--- config.mk ---
export PLATFORM = sky130hd
export DESIGN_NAME = dfir_ch_sched
export DESIGN_NICKNAME = d
export VERILOG_FILES = /design/src/rtl/dfir_sched_pkg.sv /design/src/rtl/dfir_rr_arbiter.sv /design/src/rtl/dfir_ch_sched.sv
export SDC_FILE = /design/constraint.sdc
export NUM_CORES = 1
export LEC_CHECK = 0
export CORE_UTILIZATION = 25
export DETAILED_ROUTE_END_ITERATION = 8
export PLACE_DENSITY = 0.5
export SLEW_MARGIN = 20
export SYNTH_ARGS = -nofsm -noshare
export SYNTH_HDL_FRONTEND = slang
export SYNTH_HIERARCHICAL = 1
export SYNTH_SLANG_ARGS = --single-unit
--- constraint.sdc ---
create_clock -name CLK -period 2.4 [get_ports CLK]
set_clock_uncertainty 0.2 [all_clocks]
set_input_delay 0.6 -clock CLK [delete_from_list [all_inputs] [get_ports CLK]]
set_output_delay 0.6 -clock CLK [all_outputs]
set_load 0.005 [all_outputs]
--- src/rtl/dfir_sched_pkg.sv ---
// Shared constants for the DFIR multichannel input scheduler.
package dfir_sched_pkg;

  localparam int CHIDX_W    = 4;
  localparam int MAX_CH     = 16;
  localparam int DROP_CNT_W = 16;

  // Number of set bits in a channel vector (used by the optional drop counter)
  function automatic logic [CHIDX_W:0] popCnt(input logic [MAX_CH-1:0] v);
    popCnt = '0;
    for (int i = 0; i < MAX_CH; i++)
      popCnt = popCnt + {{CHIDX_W{1'b0}}, v[i]};
  endfunction

endpackage

--- src/rtl/dfir_rr_arbiter.sv ---
// Combinational round-robin pick: the first requester strictly after lastGnt
// wins, wrapping around to channel 0.
module dfir_rr_arbiter
  import dfir_sched_pkg::*;
#(
  parameter int NUM_CH = 2
) (
  input  logic [NUM_CH-1:0]  req,
  input  logic [CHIDX_W-1:0] lastGnt,
  output logic [CHIDX_W-1:0] gntIdx,
  output logic               gntVld
);

  // Two constant-index passes (above lastGnt, then wrap) so no variable
  // index wider than the request vector is needed.
  always_comb begin
    gntIdx = '0;
    gntVld = 1'b0;
    for (int i = 0; i < NUM_CH; i++) begin
      if (!gntVld && req[i] && (i > int'(lastGnt))) begin
        gntVld = 1'b1;
        gntIdx = CHIDX_W'(i);
      end
    end
    for (int i = 0; i < NUM_CH; i++) begin
      if (!gntVld && req[i] && (i <= int'(lastGnt))) begin
        gntVld = 1'b1;
        gntIdx = CHIDX_W'(i);
      end
    end
  end

endmodule

--- src/rtl/dfir_ch_sched.sv ---
// Multichannel input scheduler in front of the DFIR datapath: one holding
// register per channel, round-robin issue with a minimum spacing between
// issues, and sticky overrun flags.
// Optional feature: define DFIR_SCHED_DROP_CNT_EN to add the saturating
// Drop_Cnt output (total dropped samples across channels).
module dfir_ch_sched
  import dfir_sched_pkg::*;
#(
  parameter int DATA_WIDTH = 24,
  parameter int NUM_CH     = 2,
  parameter int MIN_GAP    = 32
) (
  input  logic                         CLK,
  input  logic                         nRST,
  input  logic [NUM_CH*DATA_WIDTH-1:0] Ch_Data_In,
  input  logic [NUM_CH-1:0]            Ch_Valid_In,
  input  logic                         Enable,
  input  logic                         Ovf_Clr,
  output logic [DATA_WIDTH-1:0]        Data_Out,
  output logic                         Data_Out_Valid,
  output logic [CHIDX_W-1:0]           Data_Out_ChIdx,
  output logic [NUM_CH-1:0]            Ovf_Flags,
  output logic                         Busy
`ifdef DFIR_SCHED_DROP_CNT_EN
  ,
  output logic [DROP_CNT_W-1:0]        Drop_Cnt
`endif
);

  localparam int                 GAP_W    = (MIN_GAP > 1) ? $clog2(MIN_GAP) : 1;
  localparam logic [GAP_W-1:0]   GAP_LOAD = GAP_W'(MIN_GAP - 1);
  localparam logic [CHIDX_W-1:0] LAST_RST = CHIDX_W'(NUM_CH - 1);

  logic [NUM_CH-1:0][DATA_WIDTH-1:0] holdQ;
  logic [NUM_CH-1:0]                 pendQ;
  logic [GAP_W-1:0]                  gapCnt;
  logic [CHIDX_W-1:0]                lastGnt;
  logic [CHIDX_W-1:0]                gntIdx;
  logic                              gntVld;
  logic                              issue;
  logic [NUM_CH-1:0]                 issueVec;
  logic [NUM_CH-1:0]                 captVec;
  logic [NUM_CH-1:0]                 ovrVec;
  logic [DATA_WIDTH-1:0]             issData;

  dfir_rr_arbiter #(.NUM_CH(NUM_CH)) uArb (
    .req    (pendQ),
    .lastGnt(lastGnt),
    .gntIdx (gntIdx),
    .gntVld (gntVld)
  );

  assign issue = Enable && (gapCnt == '0) && gntVld;

  // One-hot of the channel being issued this cycle, plus its held sample
  always_comb begin
    issueVec = '0;
    issData  = '0;
    for (int i = 0; i < NUM_CH; i++) begin
      if (gntIdx == CHIDX_W'(i)) begin
        issueVec[i] = issue;
        issData     = holdQ[i];
      end
    end
  end

  // A strobe on an empty slot, or on the slot being issued, is accepted;
  // a strobe on an occupied slot not being drained is an overrun.
  assign captVec = Ch_Valid_In & (~pendQ | issueVec);
  assign ovrVec  = Ch_Valid_In & pendQ & ~issueVec;
  assign Busy    = (|pendQ) || (gapCnt != '0);

  // Per-channel holding registers and pending bits
  always_ff @(posedge CLK or negedge nRST) begin
    if (!nRST) begin
      holdQ <= '0;
      pendQ <= '0;
    end else begin
      for (int i = 0; i < NUM_CH; i++)
        if (captVec[i]) holdQ[i] <= Ch_Data_In[i*DATA_WIDTH +: DATA_WIDTH];
      pendQ <= Ch_Valid_In | (pendQ & ~issueVec);
    end
  end

  // Issue registers, round-robin pointer and gap countdown
  always_ff @(posedge CLK or negedge nRST) begin
    if (!nRST) begin
      Data_Out       <= '0;
      Data_Out_Valid <= 1'b0;
      Data_Out_ChIdx <= '0;
      lastGnt        <= LAST_RST;
      gapCnt         <= '0;
    end else begin
      Data_Out_Valid <= issue;
      if (issue) begin
        Data_Out       <= issData;
        Data_Out_ChIdx <= gntIdx;
        lastGnt        <= gntIdx;
        gapCnt         <= GAP_LOAD;
      end else if (gapCnt != '0) begin
        gapCnt <= gapCnt - GAP_W'(1);
      end
    end
  end

  // Sticky overrun flags; a fresh overrun beats a simultaneous clear
  always_ff @(posedge CLK or negedge nRST) begin
    if (!nRST) Ovf_Flags <= '0;
    else       Ovf_Flags <= (Ovf_Clr ? '0 : Ovf_Flags) | ovrVec;
  end

`ifdef DFIR_SCHED_DROP_CNT_EN
  localparam int DSUM_W = DROP_CNT_W + 1;

  logic [DROP_CNT_W-1:0] dropBase;
  logic [DSUM_W-1:0]     dropSum;

  assign dropBase = Ovf_Clr ? '0 : Drop_Cnt;
  assign dropSum  = {1'b0, dropBase} + DSUM_W'(popCnt(MAX_CH'(ovrVec)));

  // Saturating total of dropped samples; clear restarts from this cycle's drops
  always_ff @(posedge CLK or negedge nRST) begin
    if (!nRST) Drop_Cnt <= '0;
    else       Drop_Cnt <= dropSum[DROP_CNT_W] ? '1 : dropSum[DROP_CNT_W-1:0];
  end
`endif

endmodule
==> results.yml <==
hold_path:
  min_from: "lastGnt[0]"
  hold_class: "reg2reg"
  hold_end: "lastGnt[0]"
  worstHoldPathCells: 2
outcome:
  violations: "design-rule violations, negative setup slack"
  status: "finished, violations left"
setup_path:
  path_buf_inv: 4
  endpoint_kind: "flop"
  r2r_cells: 9
  crit_family: "simple AND/OR/NAND/NOR gates"
  crit-reg2reg-launch: "gapCnt[0]"
  r2r-end: "Ovf_Flags[0]"
  critPathArrivalTime_ns: 2.68
  path_max_fanout: 4
  slowest_delay_ns: 0.47
  r2r_setup_slack_ns: -0.25
  critical_path_class: "reg2reg"
  cpMaxStageDelayCell: "or4b_4"
  cp.depth: 9
  cp_cell_sequence: "inv_2 -> ha_4 -> or4b_4 -> buf_4 -> or2_4 -> buf_4 -> buf_16 -> or3_1 -> a32o_1"
  worstSetupStartpointType: "flop"
  critical_path_required_ns: 2.43
  cp_common_cell: "buf_4"
clock_network:
  cts_buffer_depth: 2
  clk_pin_slew_ns: 0.07
  cts_root_buf: "clkbuf_16"
  insertion_delay_ns: 0.34
  cts_buffers: 9
  htreeDepth: 3
  cts_tree: "done"
  cts_sinks: 87
logic_synthesis:
  syn_area_um2: 3770
  synth_top_cell_by_area: "dfrtp_1"
  synth.distinct_cells: 36
  synth_sequential_area_ratio: 0.5778
  ys_top_cells_by_area: "dfrtp_1 (57%), mux2_2 (8.4%), mux2_4 (8.0%)"
  synth.avg_cell_area_um2: 13.23
  syn_inst: 285
  ys_warn_count: 6
  ys_ff_latch: 87
  synth_top_area_frac: 0.5709
route:
  drt_iter0_markers: 117
  ant_nets: 0
  wl_per_cell_um: 17.10
  wl_mm: 10.00
  dr.pass1.iters: 6
  viasPerCell: 4.446
  vias: 2601
  drc_errors: 6
finish:
  most-common-layout-cells: "dfrtp_1 (86), clkdlybuf4s50_1 (83), nand2_1 (40)"
  areaGrowthSynthToFinish_pct: 49.55
  drive_gt1_frac: 0.3267
  antenna_cells: 0
  final_util: 0.3850
  fin_nets: 451
  final_common_cell: "dfrtp_1"
sta:
  hold_viol_final: 0
  worst_pin_slew_ns: 1.005
  layout_setup_ws_ns: -0.2452
  drv_slew: 0
  finalCritPeriodShare: 1.102
  setup_viol: 64
  finalWorstPathRequiredPeriod_ns: 2.645
  slew_headroom: 0.3288
  rsz0062_at_grt: "true"
  fin_hold_ws_ns: 0.2756
  max_freq_ghz: 0.3780
flow_run:
  maxCapViolations: 0
floorplanning:
  die_h_um: 124.8
  ios: 86
  dieWidth_um: 124.8
  die-area_um2: 15580
  rows: 44
  start_util: 0.2574
  core_region_area_um2: 14640
global_route:
  grt-ovfl-total: 0
  grt.total_usage: 0.1229
  grt_pass1_wl_mm: 14.48
  grt_pass1_vias: 2684
  grt_max_degree: 59
  antenna_found_initial: 0
pwr:
  power.density_nw_per_um2: 860.3
  p_leak_nw: 2.435
  peakVddDrop_mv: 0.3396
placement:
  port_buffers: 85
  hpwl_mm: 5.714
  place_congestion: 0.6667
==> kinds of logic after synthesis <==
family          share of synthesized area
flops                              0.5778
mux                                0.2270
fa+ha+maj                        0.003318
other cells                     0.0009947
simple gates                      0.06970
buf+inv                           0.04348
compound gates                    0.07766
==> sequential cells by signal, indices dropped and copies added, names as in the netlist <==
name and flops:
Data_Out_ChIdx 4, pendQ 2, gapCnt 5, Data_Out_Valid 1
holdQ 48, lastGnt 1, Ovf_Flags 2, Data_Out 24
==> synthesized netlist by cell type <==
cell type and instances:
dfrtp_1 86, nand2_1 40, mux2_2 28, mux2i_1 24, o31ai_1 24, mux2_4 20, clkbuf_1 10, buf_4 6
buf_2 4, inv_1 4, buf_6 3, nor3_1 3, or3_1 3, a21o_1 2, a32o_1 2, nand2b_1 2
nand3_1 2, nor2_1 2, nor2b_1 2, o211ai_1 2, a21oi_1 1, a21oi_2 1, a22oi_1 1, a41oi_4 1
and2_1 1, buf_1 1, conb_1 1, dfstp_2 1, ha_1 1, inv_6 1, nor3b_1 1, o21ai_0 1
o41ai_1 1, or2_1 1, or2_2 1, or4b_1 1
==> through the flow <==
stage          total power, mW  setup WS (ns)  instances  area [µm²]  TNS [ns]
3_3_place_gp             3.268        -0.3589        553        4916    -16.68
2_1_floorplan            2.748        -0.1499        287        3805    -3.439
6_report                 4.851        -0.2452        585        5638    -7.026
5_1_grt                  5.127        -0.3244        585        5638    -12.80
4_1_cts                  4.717        -0.3778        577        5319    -10.89
3_5_place_dp             3.305        -0.3833        553        4916    -16.96
==> how the worst max path moves through the flow <==
| stage | startpoint | to | slack, ns |
|---|---|---|---|
| 6_report | gapCnt[0] | Ovf_Flags[0] | -0.25 |
| 5_1_grt | gapCnt[0] | Busy | -0.32 |
| 4_1_cts | gapCnt[0] | Busy | -0.38 |
| 3_5_place_dp | gapCnt[0] | Ovf_Flags[0] | -0.38 |
| 3_3_place_gp | Enable | holdQ[13] | -0.36 |
| 2_1_floorplan | gapCnt[0] | holdQ[24] | -0.15 |
==> metal layers <==
layer | GRT usage | vias up | wire (µm)
met5 | 0 | - | 0
met4 | 0.04575 | 0 | 130
met3 | 0.02491 | 10 | 328
met2 | 0.1986 | 52 | 4925
met1 | 0.1618 | 1312 | 4617
li1 | - | 1227 | -
==> power by group <==
part	switching (mW)	internal, mW
Sequential	0.166	1.77
Clock	0.606	0.710
Combinational	0.719	0.880
Total	1.49	3.36
==> layout make-up <==
class / count / area, µm²
clock buffers: 9 / 225.2
fillers: 1424 / 9006
inverters: 5 / 26.28
multi-input cells: 174 / 1699
well taps: 184 / 230.2
clock inverters: 7 / 55.05
repair buffers: 119 / 1224
flip-flops and latches: 87 / 2178
==> worst min-delay path: cells and delay by family, from the launching register on <==
family        cells  cell delay [ns]
simple gates      2             0.10
flops             1             0.37
==> what timing repair did <==
| item | CTS | global route |
|---|---|---|
| hold endpoints to repair | 22 | 0 |
| hold buffers | 1 | 0 |
| gates cloned | 2 | 4 |
| pin swaps | 4 | 6 |
| resized for setup | 18 | 37 |
| buffers inserted | 5 | 4 |
| setup endpoints to repair | 76 | 70 |
No activity file was read; power rests on OpenSTA's default activity.
